File: config.mk
export PLATFORM = sky130hd
export DESIGN_NAME = commit_unit
export DESIGN_NICKNAME = d
export VERILOG_FILES = /design/src/rtl/commit_unit.sv
export SDC_FILE = /design/constraint.sdc
export NUM_CORES = 1
export LEC_CHECK = 0
export ABC_AREA = 1
export CORE_MARGIN = 2
export CORE_UTILIZATION = 53
export CTS_CLUSTER_SIZE = 8
export DETAILED_ROUTE_END_ITERATION = 7
export DONT_BUFFER_PORTS = 1
export PLACE_DENSITY_LB_ADDON = 0.08
export SLEW_MARGIN = 20
export SYNTH_ARGS = -nofsm -noshare
export SYNTH_HDL_FRONTEND = slang
export SYNTH_SLANG_ARGS = --single-unit
File: constraint.sdc
create_clock -name clk_in -period 1.6 [get_ports clk_in]
set_input_delay 0.32 -clock clk_in [delete_from_list [all_inputs] [get_ports clk_in]]
set_output_delay 0.32 -clock clk_in [all_outputs]
set_load 0.01 [all_outputs]
File: src/rtl/commit_unit.sv
// commit_unit: in-order retirement stage.
// Retires one ROB head entry per cycle. It produces the register-file write
// and the retire counter, and on a mispredicted jump it redirects the PC and
// holds a pipeline flush for FLUSH_CYCLES cycles.
module commit_unit #(
   parameter int unsigned FLUSH_CYCLES = 1
) (
   input  logic        clk_in,
   input  logic        rst_in,
   input  logic        rdy_in,
   input  logic        transmit_from_rob,
   input  logic [3:0]  rob_pos_from_rob,
   input  logic [4:0]  regfile_pos_from_rob,
   input  logic [31:0] data_from_rob,
   input  logic [31:0] jump_addr_from_rob,
   input  logic [1:0]  type_from_rob,
   input  logic        jump_from_rob,
   output logic        rdy_to_rob,
   output logic        flush_to_all,
   output logic        transmit_to_regfile,
   output logic [4:0]  regfile_pos_to_regfile,
   output logic [31:0] data_to_regfile,
   output logic [3:0]  rob_pos_to_regfile,
   output logic        transmit_to_pc,
   output logic [31:0] pc_to_pc,
   output logic [31:0] commit_count_out
);

   typedef enum logic [0:0] {
      IDLE  = 1'b0,
      FLUSH = 1'b1
   } state_t;

   localparam logic [1:0] TYPE_JUMP  = 2'b01;
   // Loaded on entry to FLUSH; state leaves FLUSH once it has counted down to zero.
   localparam logic [2:0] FLUSH_INIT = 3'(FLUSH_CYCLES - 1);

   state_t      state_q;
   logic [2:0]  flush_cnt_q;
   logic        flush_q;
   logic        wr_en_q;
   logic [4:0]  wr_pos_q;
   logic [31:0] wr_data_q;
   logic [3:0]  rob_pos_q;
   logic        redirect_q;
   logic [31:0] pc_q;
   logic [31:0] count_q;

   logic        accept_s;
   logic        mispredict_s;

   // Acceptance is purely combinational so the ROB head can advance in the same cycle.
   always_comb begin
      accept_s     = 1'b0;
      mispredict_s = 1'b0;
      if (rdy_in && !rst_in && (state_q == IDLE) && transmit_from_rob) begin
         accept_s     = 1'b1;
         mispredict_s = (type_from_rob == TYPE_JUMP) && jump_from_rob;
      end else begin
         accept_s     = 1'b0;
         mispredict_s = 1'b0;
      end
   end

   // Retire FSM: IDLE retires entries, FLUSH discards wrong-path entries for the flush window.
   always_ff @(posedge clk_in) begin
      if (rst_in) begin
         state_q     <= IDLE;
         flush_cnt_q <= 3'd0;
         flush_q     <= 1'b0;
         wr_en_q     <= 1'b0;
         wr_pos_q    <= 5'd0;
         wr_data_q   <= 32'd0;
         rob_pos_q   <= 4'd0;
         redirect_q  <= 1'b0;
         pc_q        <= 32'd0;
         count_q     <= 32'd0;
      end else if (rdy_in) begin
         case (state_q)
            IDLE: begin
               // Strobes are single-cycle pulses unless re-armed by a new accept.
               wr_en_q    <= accept_s && (regfile_pos_from_rob != 5'd0);
               redirect_q <= 1'b0;
               if (accept_s) begin
                  wr_pos_q  <= regfile_pos_from_rob;
                  wr_data_q <= data_from_rob;
                  rob_pos_q <= rob_pos_from_rob;
                  count_q   <= count_q + 32'd1;
               end
               if (mispredict_s) begin
                  redirect_q  <= 1'b1;
                  pc_q        <= jump_addr_from_rob;
                  flush_q     <= 1'b1;
                  flush_cnt_q <= FLUSH_INIT;
                  state_q     <= FLUSH;
               end
            end
            FLUSH: begin
               wr_en_q    <= 1'b0;
               redirect_q <= 1'b0;
               if (flush_cnt_q == 3'd0) begin
                  flush_q <= 1'b0;
                  state_q <= IDLE;
               end else begin
                  flush_q     <= 1'b1;
                  flush_cnt_q <= flush_cnt_q - 3'd1;
               end
            end
            default: begin
               state_q     <= IDLE;
               flush_cnt_q <= 3'd0;
               flush_q     <= 1'b0;
               wr_en_q     <= 1'b0;
               redirect_q  <= 1'b0;
            end
         endcase
      end
   end

   assign rdy_to_rob             = accept_s;
   assign flush_to_all           = flush_q;
   assign transmit_to_regfile    = wr_en_q;
   assign regfile_pos_to_regfile = wr_pos_q;
   assign data_to_regfile        = wr_data_q;
   assign rob_pos_to_regfile     = rob_pos_q;
   assign transmit_to_pc         = redirect_q;
   assign pc_to_pc               = pc_q;
   assign commit_count_out       = count_q;

endmodule

After elaboration in Yosys (flattened, before gate mapping). Index checks and enable logic that the tools add are counted.

Register bits: 112. Input port bits: 80. Output and inout bits: 109. Word-level logic and storage cells: 40.

$add $sub $neg: 2. Equality and inequality tests: 3. Muxes and demuxes: 12. Bitwise gates (word level): 1. Reduce and logical (&&, ||, !) cells: 12.

Operators with widths (number): adder 32 x 1 -> 32 bit (second input constant) (1); AND reduction 3 bit (3); one-hot mux 1 bit (2 select lines) (4); 2-to-1 mux 3 bit (2); one-hot mux 3 bit (2 select lines) (1); logical AND 1 bit (5); 2-to-1 mux 1 bit (5); nonzero test 5 bit (1); != test 2 bit (second input constant) (2); zero test 3 bit (1); subtractor 3 x 1 -> 3 bit (second input constant) (1); equality test 2 x 1 -> 1 bit (second input constant) (1); AND reduction 2 bit (1); zero test 1 bit (1); NOT 1 bit (1).

Logic depth before layout (Yosys ltp).
Word-level depth: 7. Mapped depth: 11. Gate-level depth less buffers: 10.

Least setup slack after synthesis. Ideal clock, no wire load.

Kind: register to register. From: register count_q[1] (netlist: commit_count_out[1]). To: register count_q[28] (netlist: commit_count_out[28]). Library setup time: 115 ps. Data arrival time: 1302 ps. Data required time: 1485 ps. Slack: 182 ps. Stages on the path, launching flop included: 9. Buffers on the path: 0. Period minus slack after synthesis: 1418 ps. Cells stage by stage: dfxtp_1 -> ha_1 -> nand3_1 -> inv_1 -> nand3_1 -> nor2_4 -> nand3_1 -> nand2_1 -> nor2_1.

Cells in the longest elaborated chain, start to end: 1.

Ends and longest elaborated chain: start: declaration (RTL line 47) `logic [31:0] count_q;`; start signal: assignment (RTL line 88) `count_q <= count_q + 32'd1;`; adder 32 x 1 -> 32 bit (RTL line 88).

No other way between the ends. A chain may end at the register's enable or synchronous reset.

Final worst setup path.
From: register state_q. To: output rdy_to_rob.

Cells in the longest elaborated chain, start to end: 4.

Ends and longest elaborated chain: start: declaration (RTL line 38) `state_t state_q;`; start signal: assignment (RTL line 68) `state_q <= IDLE;`; start signal: assignment (RTL line 95) `state_q <= FLUSH;`; start signal: assignment (RTL line 103) `state_q <= IDLE;`; NOT 1 bit (no source line); logical AND 1 bit (2 in series) (RTL line 56) `if (rdy_in && !rst_in && (state_q == IDLE) && transmit_from_rob) begin`; 2-to-1 mux 1 bit (RTL line 56); end: declaration (RTL line 18) `output logic rdy_to_rob,`.

No other way between the ends.

==> results.py <==
metrics = {
    "worst_setup_path": {
        "worstSetupEndpointType": "output port",
        "critPathMaxStageDelay_ns": 0.37,
        "cp.required_ns": 1.28,
        "start_kind": "flip-flop",
        "cpMaxStageDelayCell": "dfxtp_1",
        "path_class": "flip-flop to output port",
        "crit_fanout": 20,
        "cp_data_arrival_time_ns": 1.17,
        "path_cells": "inv_2, nand2_4, nor2_8, buf_12",
    },
    "sta": {
        "slew_headroom": 0.721,
        "drv_slew": 0,
        "rsz0062_at_grt": "false",
        "setup_tns_ns": 0,
        "final_hold_viol_count": 0,
        "skew_ns": 0.0124,
        "finalCritPeriodShare": 0.934,
        "worst_pin_slew_ns": 0.418,
        "setup-violations-final": 0,
        "fmaxAchievable_mhz": 669,
        "final.min_clock_period_ns": 1.49,
    },
    "yosys": {
        "syn_inst": 662,
        "yosys_warnings": 0,
        "ys_seq_area_frac": 0.473,
        "synth-compound-area-share": 0.0678,
        "synth_xor_area_frac": 0.00554,
        "synth_top_family_by_area": "simple AND/OR/NAND/NOR gates",
        "syn_area_um2": 4740,
        "synth_area_per_cell_um2": 7.17,
        "mappedNetlistNets": 745,
        "synthDistinctLibCells": 30,
        "synth-simple-area-share": 0.371,
        "synth.mux.area_fraction": 0,
        "synth.ff_latch_count": 112,
        "synthAdderAreaFrac": 0.00791,
    },
    "final_layout": {
        "n_antenna_cell": 0,
        "synthToLayoutAreaGrowth_pct": 12.1,
        "drive_gt1_frac": 0.142,
        "final_cell_mix": "nand2_1 (166), nor2_1 (118), dfxtp_1 (109)",
        "fin_nets": 769,
        "fin_util": 0.610,
        "layout_commonest_cell": "nand2_1",
    },
    "clock_tree": {
        "cts_sinks": 112,
        "cts_inserted_buffers": 9,
        "cts.htree.levels": 3,
        "clk-insertion-delay-late_ns": 0.36,
        "cts_tree": "yes",
        "cts_buffer_depth": 2,
        "clk_pin_slew_ns": 0.11,
        "cts_root_buf": "clkbuf_8",
    },
    "die": {
        "core_area_um2": 8720,
        "core.rowCount": 34,
        "initial_core_util": 0.544,
        "dieArea_um2": 9720,
        "fp.dieH_um": 98.6,
        "chipWidth_um": 98.6,
        "io_pins": 189,
    },
    "route": {
        "viasPerCell": 5.24,
        "dr.pass1.iters": 5,
        "route.vias.total": 4188,
        "ant_nets": 0,
        "wl_per_cell_um": 14.3,
        "drt_wl_total_um": 11400,
        "first_iter_violations": 163,
        "drc": 0,
    },
    "outcome": {
        "status": "finished clean",
    },
    "power_and_ir_drop": {
        "total_power_uw": 4850,
        "peakVddDrop_v": 0.000580,
        "leakagePower_uw": 0.00224,
        "p_per_area_nw_per_um2": 913,
    },
    "placement": {
        "hpwl_um": 8320,
        "port_buffers": 0,
        "gp_congestion": 0.957,
    },
    "grt": {
        "antenna_found_initial": 0,
        "grt_overflow": 0,
        "grt_pass1_wl_um": 18100,
        "grt_max_degree": 98,
        "grt_use_total": 0.225,
        "grt_pass1_vias": 3778,
    },
    "hold_path": {
        "min_path_type": "input port to flip-flop",
    },
    "run": {
        "drv_cap": 0,
    },
}
## per-stage QoR
stage	hold WS (ns)	area [um^2]	setup WS, ns	std cells
final	0.0240	5320	0.106	799
after global routing	-0.0000429	5320	0.00108	799
after CTS	0.00452	5280	0.0406	797
after detailed placement	0.395	5020	0.0238	777
after global placement	0.394	5020	0.0534	777
after floorplan	0.431	4740	0.183	662
## cells by family after synthesis
logic type,after synthesis
buffers and inverters,80
DFF,112
AOI/OAI and AO/OA,63
xor gates and xnor gates,3
adders and majority gates,3
and+or+nand+nor,401
## critical path, delay by kind of cell, from the launching register on
family                 cells  cell delay [ns]
and+or+nand+nor            2             0.19
DFF                        1             0.37
buffers and inverters      2             0.25
## area by class of cell
class                           count  area (um^2)
Multi-Input combinational cell    470         2160
Fill cell                         839         3400
Timing Repair Buffer               42          370
Sequential cell                   112         2250
Clock buffer                       10          138
Clock inverter                      6         67.6
Tap cell                          108          135
Inverter                           51          196
## Yosys cell counts
cell | instances | area share
a21oi_1 | 16 | 0.017
and2_1 | 1 | 0.0013
buf_1 | 2 | 0.0016
buf_2 | 10 | 0.011
buf_4 | 1 | 0.0016
buf_6 | 5 | 0.012
clkbuf_1 | 11 | 0.0087
dfxtp_1 | 112 | 0.47
ha_1 | 3 | 0.0079
inv_1 | 46 | 0.036
inv_2 | 4 | 0.0032
inv_6 | 1 | 0.0018
nand2_1 | 166 | 0.13
nand2_2 | 3 | 0.0040
nand2_4 | 4 | 0.0095
nand3_1 | 73 | 0.077
nand3_2 | 1 | 0.0021
nand4_1 | 7 | 0.0092
nor2_1 | 121 | 0.096
nor2_2 | 12 | 0.016
nor2_4 | 5 | 0.012
nor2_8 | 1 | 0.0042
nor3_1 | 4 | 0.0042
nor3b_1 | 1 | 0.0016
o21a_1 | 1 | 0.0016
o21ai_0 | 45 | 0.047
o21ai_2 | 1 | 0.0018
or2_2 | 2 | 0.0026
xnor2_1 | 1 | 0.0018
xor2_1 | 2 | 0.0037
## repair_timing
action | 4_1_cts | 5_1_grt
hold buffers | 1 | 1
setup buffers | 3 | 1
pin swaps | 1 | 0
endpoints found under the setup margin | 1 | 10
endpoints found under the hold margin | 3 | 4
resized for setup | 3 | 9
## final timing paths
check,start,end,slack (ns),depth (start not counted)
worst max register to register,commit_count_out[0],commit_count_out[12],0.13,8
worst min register to register,commit_count_out[2],commit_count_out[2],0.49,2
worst min-delay path,rst_in,commit_count_out[12],0.02,1
worst max-delay path,state_q,rdy_to_rob,0.11,4
## per-layer routing
metal	GRT usage	up-vias	wire length, um
li1	-	2134	-
met1	0.279	1857	4650
met2	0.372	173	5420
met3	0.0638	24	1010
met4	0.0917	0	353
met5	0	-	0
## state kept, by name (all words and copies together), names as in the netlist
name / cells
commit_count_out: 32
transmit_to_regfile: 1
rob_pos_to_regfile: 4
flush_to_all: 1
transmit_to_pc: 1
regfile_pos_to_regfile: 5
pc_to_pc: 32
state_q: 1
flush_cnt_q: 3
data_to_regfile: 32
## power breakdown
group	switching, uW	internal [uW]	leakage, uW
clock	1020	660	0.000104
combinational	145	84.1	0.00123
sequential	82.1	2860	0.000910
(Power assumes the default switching activity.)
